File: config.mk
export PLATFORM = sky130hd
export DESIGN_NAME = size_frame_tx
export DESIGN_NICKNAME = d
export VERILOG_FILES = /design/src/rtl/size_frame_tx.sv
export SDC_FILE = /design/constraint.sdc
export NUM_CORES = 1
export LEC_CHECK = 0
export CORE_MARGIN = 2
export CORE_UTILIZATION = 42
export CTS_BUF_LIST = sky130_fd_sc_hd__clkbuf_4
export DETAILED_ROUTE_END_ITERATION = 7
export PLACE_DENSITY = 0.62
export SETUP_SLACK_MARGIN = 0.1
export SLEW_MARGIN = 5
export SYNTH_ARGS = -nofsm -noshare
export SYNTH_HDL_FRONTEND = slang
export SYNTH_SLANG_ARGS = --single-unit
File: constraint.sdc
create_clock -name clock -period 4.75 [get_ports clock]
set_input_delay 0.95 -clock clock [delete_from_list [all_inputs] [get_ports clock]]
set_output_delay 0.95 -clock clock [all_outputs]
set_load 0.02 [all_outputs]
File: src/rtl/size_frame_tx.sv
// Transmit side of the size/data_start/last framing protocol.
// A FWFT word FIFO prefills before data_start because the receiver cannot stall.
module size_frame_tx #(
   parameter int DATA_W     = 32,
   parameter int FIFO_DEPTH = 8
) (
   input  logic                          clock,
   input  logic                          rst_n,
   input  logic                          req_valid,
   input  logic [31:0]                   req_len,
   output logic                          req_ready,
   input  logic                          src_valid,
   input  logic [DATA_W-1:0]             src_data,
   output logic                          src_ready,
   output logic                          size_valid,
   output logic [31:0]                   size,
   output logic                          data_start,
   output logic                          data_valid,
   output logic [DATA_W-1:0]             data,
   output logic                          last,
   output logic                          busy,
   output logic                          underrun,
   output logic                          zero_drop,
   output logic [$clog2(FIFO_DEPTH):0]   fifo_level
);
   localparam int PTR_W = $clog2(FIFO_DEPTH);
   localparam int LVL_W = PTR_W + 1;

   typedef enum logic [2:0] {S_IDLE, S_SIZE, S_PREFILL, S_START, S_DATA} state_t;

   state_t            state_q, state_d;
   logic [31:0]       len_q, len_d;
   logic [31:0]       rem_q, rem_d;
   logic              zero_drop_q, zero_drop_d;
   logic [PTR_W-1:0]  wr_ptr_q, wr_ptr_d;
   logic [PTR_W-1:0]  rd_ptr_q, rd_ptr_d;
   logic [LVL_W-1:0]  level_q, level_d;
   logic [LVL_W-1:0]  prefill_thr;
   logic [DATA_W-1:0] mem_q [FIFO_DEPTH];
   logic              full, empty, push, pop;

   assign full  = (level_q == LVL_W'(FIFO_DEPTH));
   assign empty = (level_q == '0);
   // full blocks a push even when a pop happens in the same cycle
   assign push  = src_valid && !full;
   assign pop   = (state_q == S_DATA) && !empty;

   // short frames only need their own words buffered, long ones a full FIFO
   assign prefill_thr = (len_q >= 32'(FIFO_DEPTH)) ? LVL_W'(FIFO_DEPTH) : len_q[LVL_W-1:0];

   always_comb begin
      wr_ptr_d = wr_ptr_q + PTR_W'(push);
      rd_ptr_d = rd_ptr_q + PTR_W'(pop);
      level_d  = level_q + LVL_W'(push) - LVL_W'(pop);
   end

   always_ff @(posedge clock) begin
      if (push) mem_q[wr_ptr_q] <= src_data;
   end

   always_comb begin
      state_d     = state_q;
      len_d       = len_q;
      rem_d       = rem_q;
      zero_drop_d = 1'b0;
      case (state_q)
         S_IDLE: begin
            if (req_valid) begin
               if (req_len == 32'd0) begin
                  zero_drop_d = 1'b1;
               end else begin
                  len_d   = req_len;
                  rem_d   = req_len;
                  state_d = S_SIZE;
               end
            end
         end
         S_SIZE:    state_d = S_PREFILL;
         S_PREFILL: if (level_q >= prefill_thr) state_d = S_START;
         S_START:   state_d = S_DATA;
         S_DATA: begin
            // leaving at 1 keeps rem from ever wrapping below zero
            rem_d = rem_q - 32'd1;
            if (rem_q == 32'd1) state_d = S_IDLE;
         end
         default:   state_d = S_IDLE;
      endcase
   end

   always_ff @(posedge clock or negedge rst_n) begin
      if (!rst_n) begin
         state_q     <= S_IDLE;
         len_q       <= '0;
         rem_q       <= '0;
         zero_drop_q <= 1'b0;
         wr_ptr_q    <= '0;
         rd_ptr_q    <= '0;
         level_q     <= '0;
      end else begin
         state_q     <= state_d;
         len_q       <= len_d;
         rem_q       <= rem_d;
         zero_drop_q <= zero_drop_d;
         wr_ptr_q    <= wr_ptr_d;
         rd_ptr_q    <= rd_ptr_d;
         level_q     <= level_d;
      end
   end

   assign req_ready  = (state_q == S_IDLE);
   assign src_ready  = !full;
   assign size_valid = (state_q == S_SIZE);
   assign size       = size_valid ? len_q : 32'd0;
   assign data_start = (state_q == S_START);
   assign data_valid = (state_q == S_DATA);
   assign data       = pop ? mem_q[rd_ptr_q] : '0;
   assign last       = data_valid && (rem_q == 32'd1);
   assign busy       = (state_q != S_IDLE);
   assign underrun   = data_valid && empty;
   assign zero_drop  = zero_drop_q;
   assign fifo_level = level_q;

endmodule

# Word level (Yosys, flattened, before mapping)
# Memory sizes are Yosys's and may differ from the RTL's.
# Index checks and enable logic that the tools add are counted.
# word_totals
reg_bits	78
latch_bits	0
ramBits	256
romBits	0
elab_cells	56
mem_count	1
# op_classes
n_addsub	5
n_mul	0
n_div	0
n_lt_le_gt_ge	2
n_eq_ne	10
n_shift	0
mux	16
bitwise	1
reduce_logical	14
# memory_table
name	depth	word_bits	rd	rd_ports_with_merged_regs	write_ports	line	rtl
mem_q	8	32	1	0	1	39	logic [DATA_W-1:0] mem_q [FIFO_DEPTH];
# ops
cell	n
$mux 32	4
$pmux 32 s2	1
$eq 32x1->1 const B	1
$ge 32x4->1 const B	1
$logic_not 32->1	1
$sub 32x1->32 const B	1
$pmux 3 s5	1
$mux 3	4
$add 3x1->3	2
$eq 3x2->1 const B	2
$ne 2x2->1 const B	3
$reduce_and 3->1	2
$mux 1	5
$add 4x1->4	1
$eq 4x4->1 const B	1
$ge 4x4->1	1
$logic_and 1x1->1	4
$logic_not 4->1	1
$mux 4	1
$reduce_and 4->1	1
$sub 4x1->4	1
$eq 3x1->1 const B	1
$eq 3x3->1 const B	1
$logic_not 3->1	1
5 further kinds	6

# Logic depth before layout (Yosys ltp)
# depth
depth_word	5
depth_mapped	12
depth_no_buf	11

# Least setup slack after synthesis
# Ideal clock, no wire load.
# synth_timing
path_kind	reg2reg
start	register level_q[2], in the netlist fifo_level[2]
end	memory mem_q[0][0] (enable)
setup_ps	461
arrival_time_ps	3585
setup_slack_ps	704
stages_incl_launch_ff	7
n_path_buf	0
synth_period_minus_slack_ps	4046
cell_sequence	dfrtp_1 -> inv_1 -> ha_1 -> nand2_1 -> nand2_1 -> or2_2 -> nor3_1
# synth_via
elab_chain_len	5
# synth_rtl
item	line	rtl
from (decl)	37	logic [LVL_W-1:0] level_q, level_d;
from (signal assigned)	106	level_q <= level_d;
$eq 4x4->1	42	assign full = (level_q == LVL_W'(FIFO_DEPTH));
$logic_not 1->1	-	
net src_ready	14	output logic src_ready,
$logic_and 1x1->1	45	assign push = src_valid && !full;
$mux 1	58	if (push) mem_q[wr_ptr_q] <= src_data;
$mux 1 (implied by the code)	58	
to (decl)	39	
# The timed path passes the listed nets, and every way through them passes these cells.

# Worst setup path after layout
# layout_timing
start	register rem_q[24]
end	output last
# layout_via
elab_chain_len	2
# layout_rtl
item	line	rtl
from (decl)	33	logic [31:0] rem_q, rem_d;
from (signal assigned)	102	rem_q <= rem_d;
$eq 32x1->1	117	assign last = data_valid && (rem_q == 32'd1);
$logic_and 1x1->1	117	
to (decl)	20	output logic last,
# No other way between the ends.

==> impl_metrics.toml <==
[critical_path]
path_class = "reg2out"
required_ps = 3800
end_kind = "output port"
ff2ff_path_depth = 9
cpPeakStageDelay_ps = 720
cp_cell_sequence = "or4_4 > nor3_4 > nand4_2 > nor4_1 > clkdlybuf4s50_1"
cp_max_fo = 5
timing.rr.start = "state_q[2]$_DFFE_PN0P_"
cp-start-kind = "flop"
cp_slowest_cell = "clkdlybuf4s50_1"
r2r_end = "rem_q[4]$_DFFE_PN0P_"
arrival_ps = 3400
rrSetupSlack_ps = 1630

[floorplan]
die_w_um = 188.2
rows = 67
start_util_pct = 42.62
die_h_um = 188.2
coreArea_um2 = 33450
die_area_um2 = 35430
io_pins = 145

[clock_tree]
cts.repair.resized = 0
cts_buffer_depth = 3
root_buffer = "clkbuf_4"
insertion_delay_ps = 710
postCtsHoldBufs = 0
path_clk_slew_ps = 70
clock-sinks = 334
htreeDepth = 3
numCtsBuffers = 88
tritoncts = "yes"

[synth]
avgSynthCellArea_um2 = 15.23
synth_edf_count = 256
ys_seq_area_share_pct = 67.62
netlist_area_um2 = 14250
ys_warn_count = 0
netlist_instances = 936
synth_cell_types = 68
synthesis.nets = 1021
async_flop_share_pct = 23.35
ys.flop_type = "edfxtp_1"
ys_seq_elements = 334

[detailed_routing]
num_vias = 9005
vias_per_cell = 5.373
routed_wl_mm = 34.72
drt-pass1-iter-count = 5
drc_errors = 0
wire_per_inst_um = 20.72
ant_nets = 0
drt_iter0_markers = 663

[layout]
drive_gt1_share_pct = 21.50
syn_to_final_growth_pct = 23.18
nNetsFinal = 1239
final_util_pct = 52.50
instances_no_fill = 1676
fillCellCount = 2828

[global_route]
grt_pass1_wl_mm = 53.23
grtUsageTotal_pct = 19.80
grt_overflow = 0
antenna_found_initial = 2
grt_pass1_vias = 9260
grt_max_degree = 44

[placement]
place_inst = 1511
portBuffers = 144
dp.final_hpwl_mm = 21.30
place.gp.congestion = 0.8666

[sta]
fin_crit_sh_pct = 91.64
max_slew_margin_pct = 36.08
slew_violations = 0
fin_setup_tns_ps = 0
hold_viol_final = 0
fin_crit_ps = 4353
max_freq_ghz = 0.2297
setup_viol = 0
worst_slew_pin_slew_ps = 956.7
fin_skew_ps = 40.15
holdWs_ps = 234.0
rsz0062_at_grt = "no"

[power]
p_per_area_nw_per_um2 = 584.9
total_power_mw = 10.27
p_leak_nw = 6.302
peakVddDrop_v = 0.0002646

[outcome]
status = "completed"

[flow_run]
cap_viol_max_count = 0

[worst_hold_path]
hold_path.class = "in2async"
## per-stage QoR
step / instance area (um2) / setup WS [ps]
2_1_floorplan: 14250 / 703.7
3_3_place_gp: 16380 / 1003
3_5_place_dp: 16380 / 1002
4_1_cts: 17530 / 207.5
5_1_grt: 17550 / 197.9
6_report: 17560 / 397.0
## kinds of logic (layout without fill, tap and decap cells)
group           count (synthesis)  after routing  share of synthesized area (%)
flops                         334            334                          67.62
simple gates                  322            322                          11.45
mux                            98             98                          12.52
compound gates                 92             92                          4.643
buf+inv                        67            354                          1.852
fa+ha+maj                      17             17                          1.545
xor+xnor                        6              6                         0.3686
other cells                     0              5                              0
## cell type report
class	count	area, um2	area share, %
multi-input combinational	535	4415	25.15
clock inverter	37	232.7	1.325
antenna	5	12.51	0.07126
sequential	334	9646	54.93
tap	448	560.5	3.192
timing repair buffer	173	1694	9.648
clock buffer	122	915.9	5.216
inverter	22	82.58	0.4703
## how the worst max path moves through the flow
stage                                       start                     to  slack [ps]  cells past startpoint
after floorplan           fifo_level[2]$_DFF_PN0_  mem_q[0][0]$_DFFE_PP_         700                      6
after global placement      rd_ptr_q[0]$_DFF_PN0_               data[21]        1000                      5
after detailed placement    rd_ptr_q[0]$_DFF_PN0_                data[2]        1000                      5
after CTS                   rd_ptr_q[0]$_DFF_PN0_                data[2]         210                      5
after global routing       state_q[1]$_DFFE_PN0P_               data[31]         200                      9
final                       rem_q[24]$_DFFE_PN0P_                   last         400                      5
## worst max-delay path, delay by kind of cell, from the launching register on
kind / cells / cell delay, ps
AND/OR/NAND/NOR: 4 / 1560
buffers and inverters: 1 / 720
flip-flops: 1 / 410
## routing by layer
layer / vias to the layer above / share of wire [%] / GRT usage (%)
met2: 351 / 49 / 32.81
met4: 0 / 2.1 / 6.541
met5: - / 0 / 0
met1: 4485 / 41 / 25.55
li1: 4108 / - / -
met3: 61 / 7.6 / 5.103
## cell usage in the layout, fill, tap and decap left out, types with 5 or more instances in the layout
master           count
buf_4               27
nor3_1              22
nand2_1            118
edfxtp_1           256
nand3_1             11
o21ai_0             11
clkdlybuf4s50_1    143
clkinv_1            23
inv_1               22
diode_2              5
mux2i_1             32
clkinv_2             9
a211oi_1             8
nand4_1              8
a22oi_1              5
nor4_1              17
a21oi_1             15
mux4_2              64
nor2_1              66
nor2_4               6
clkbuf_4           122
a31oi_1              5
and2_1              35
dfrtp_1             75
ha_1                16
## report_power, final
group          internal (mW)  switching (mW)  leakage [nW]
sequential              3.83           0.574          3.26
clock                   1.36            1.17         0.679
combinational           1.56            1.78          2.37
total                   6.75            3.53          6.30
## registers in the layout, indices dropped and copies added (netlist names)
| register | count |
|---|---|
| mem_q | 256 |
| len_q | 32 |
| rem_q | 32 |
| fifo_level | 4 |
| rd_ptr_q | 3 |
| state_q | 3 |
| wr_ptr_q | 3 |
| zero_drop | 1 |
## repair_timing
| action | 4_1_cts | 5_1_grt |
|---|---|---|
| endpoints found under the setup margin | 0 | 3 |
| hold endpoints to repair | 0 | 0 |
| buffers inserted | 0 | 1 |
## synth_stat cells (5+ instances only)
cell type / instances / area (um2)
dfrtp_1: 78 / 1952
a22oi_1: 5 / 37.54
nand4_1: 8 / 50.05
ha_1: 16 / 200.2
nand3_1: 11 / 55.05
o21ai_0: 11 / 55.05
edfxtp_1: 256 / 7687
a31oi_1: 5 / 31.28
nand2_1: 118 / 442.9
nor2_1: 72 / 270.3
buf_2: 10 / 50.05
clkbuf_1: 31 / 116.4
nor4_1: 17 / 106.4
mux2i_1: 32 / 320.3
and2_1: 35 / 219.0
a211oi_1: 8 / 60.06
a21oi_1: 15 / 75.07
nor3_1: 24 / 120.1
inv_1: 22 / 82.58
mux4_2: 64 / 1441
(Power assumes the default switching activity.)
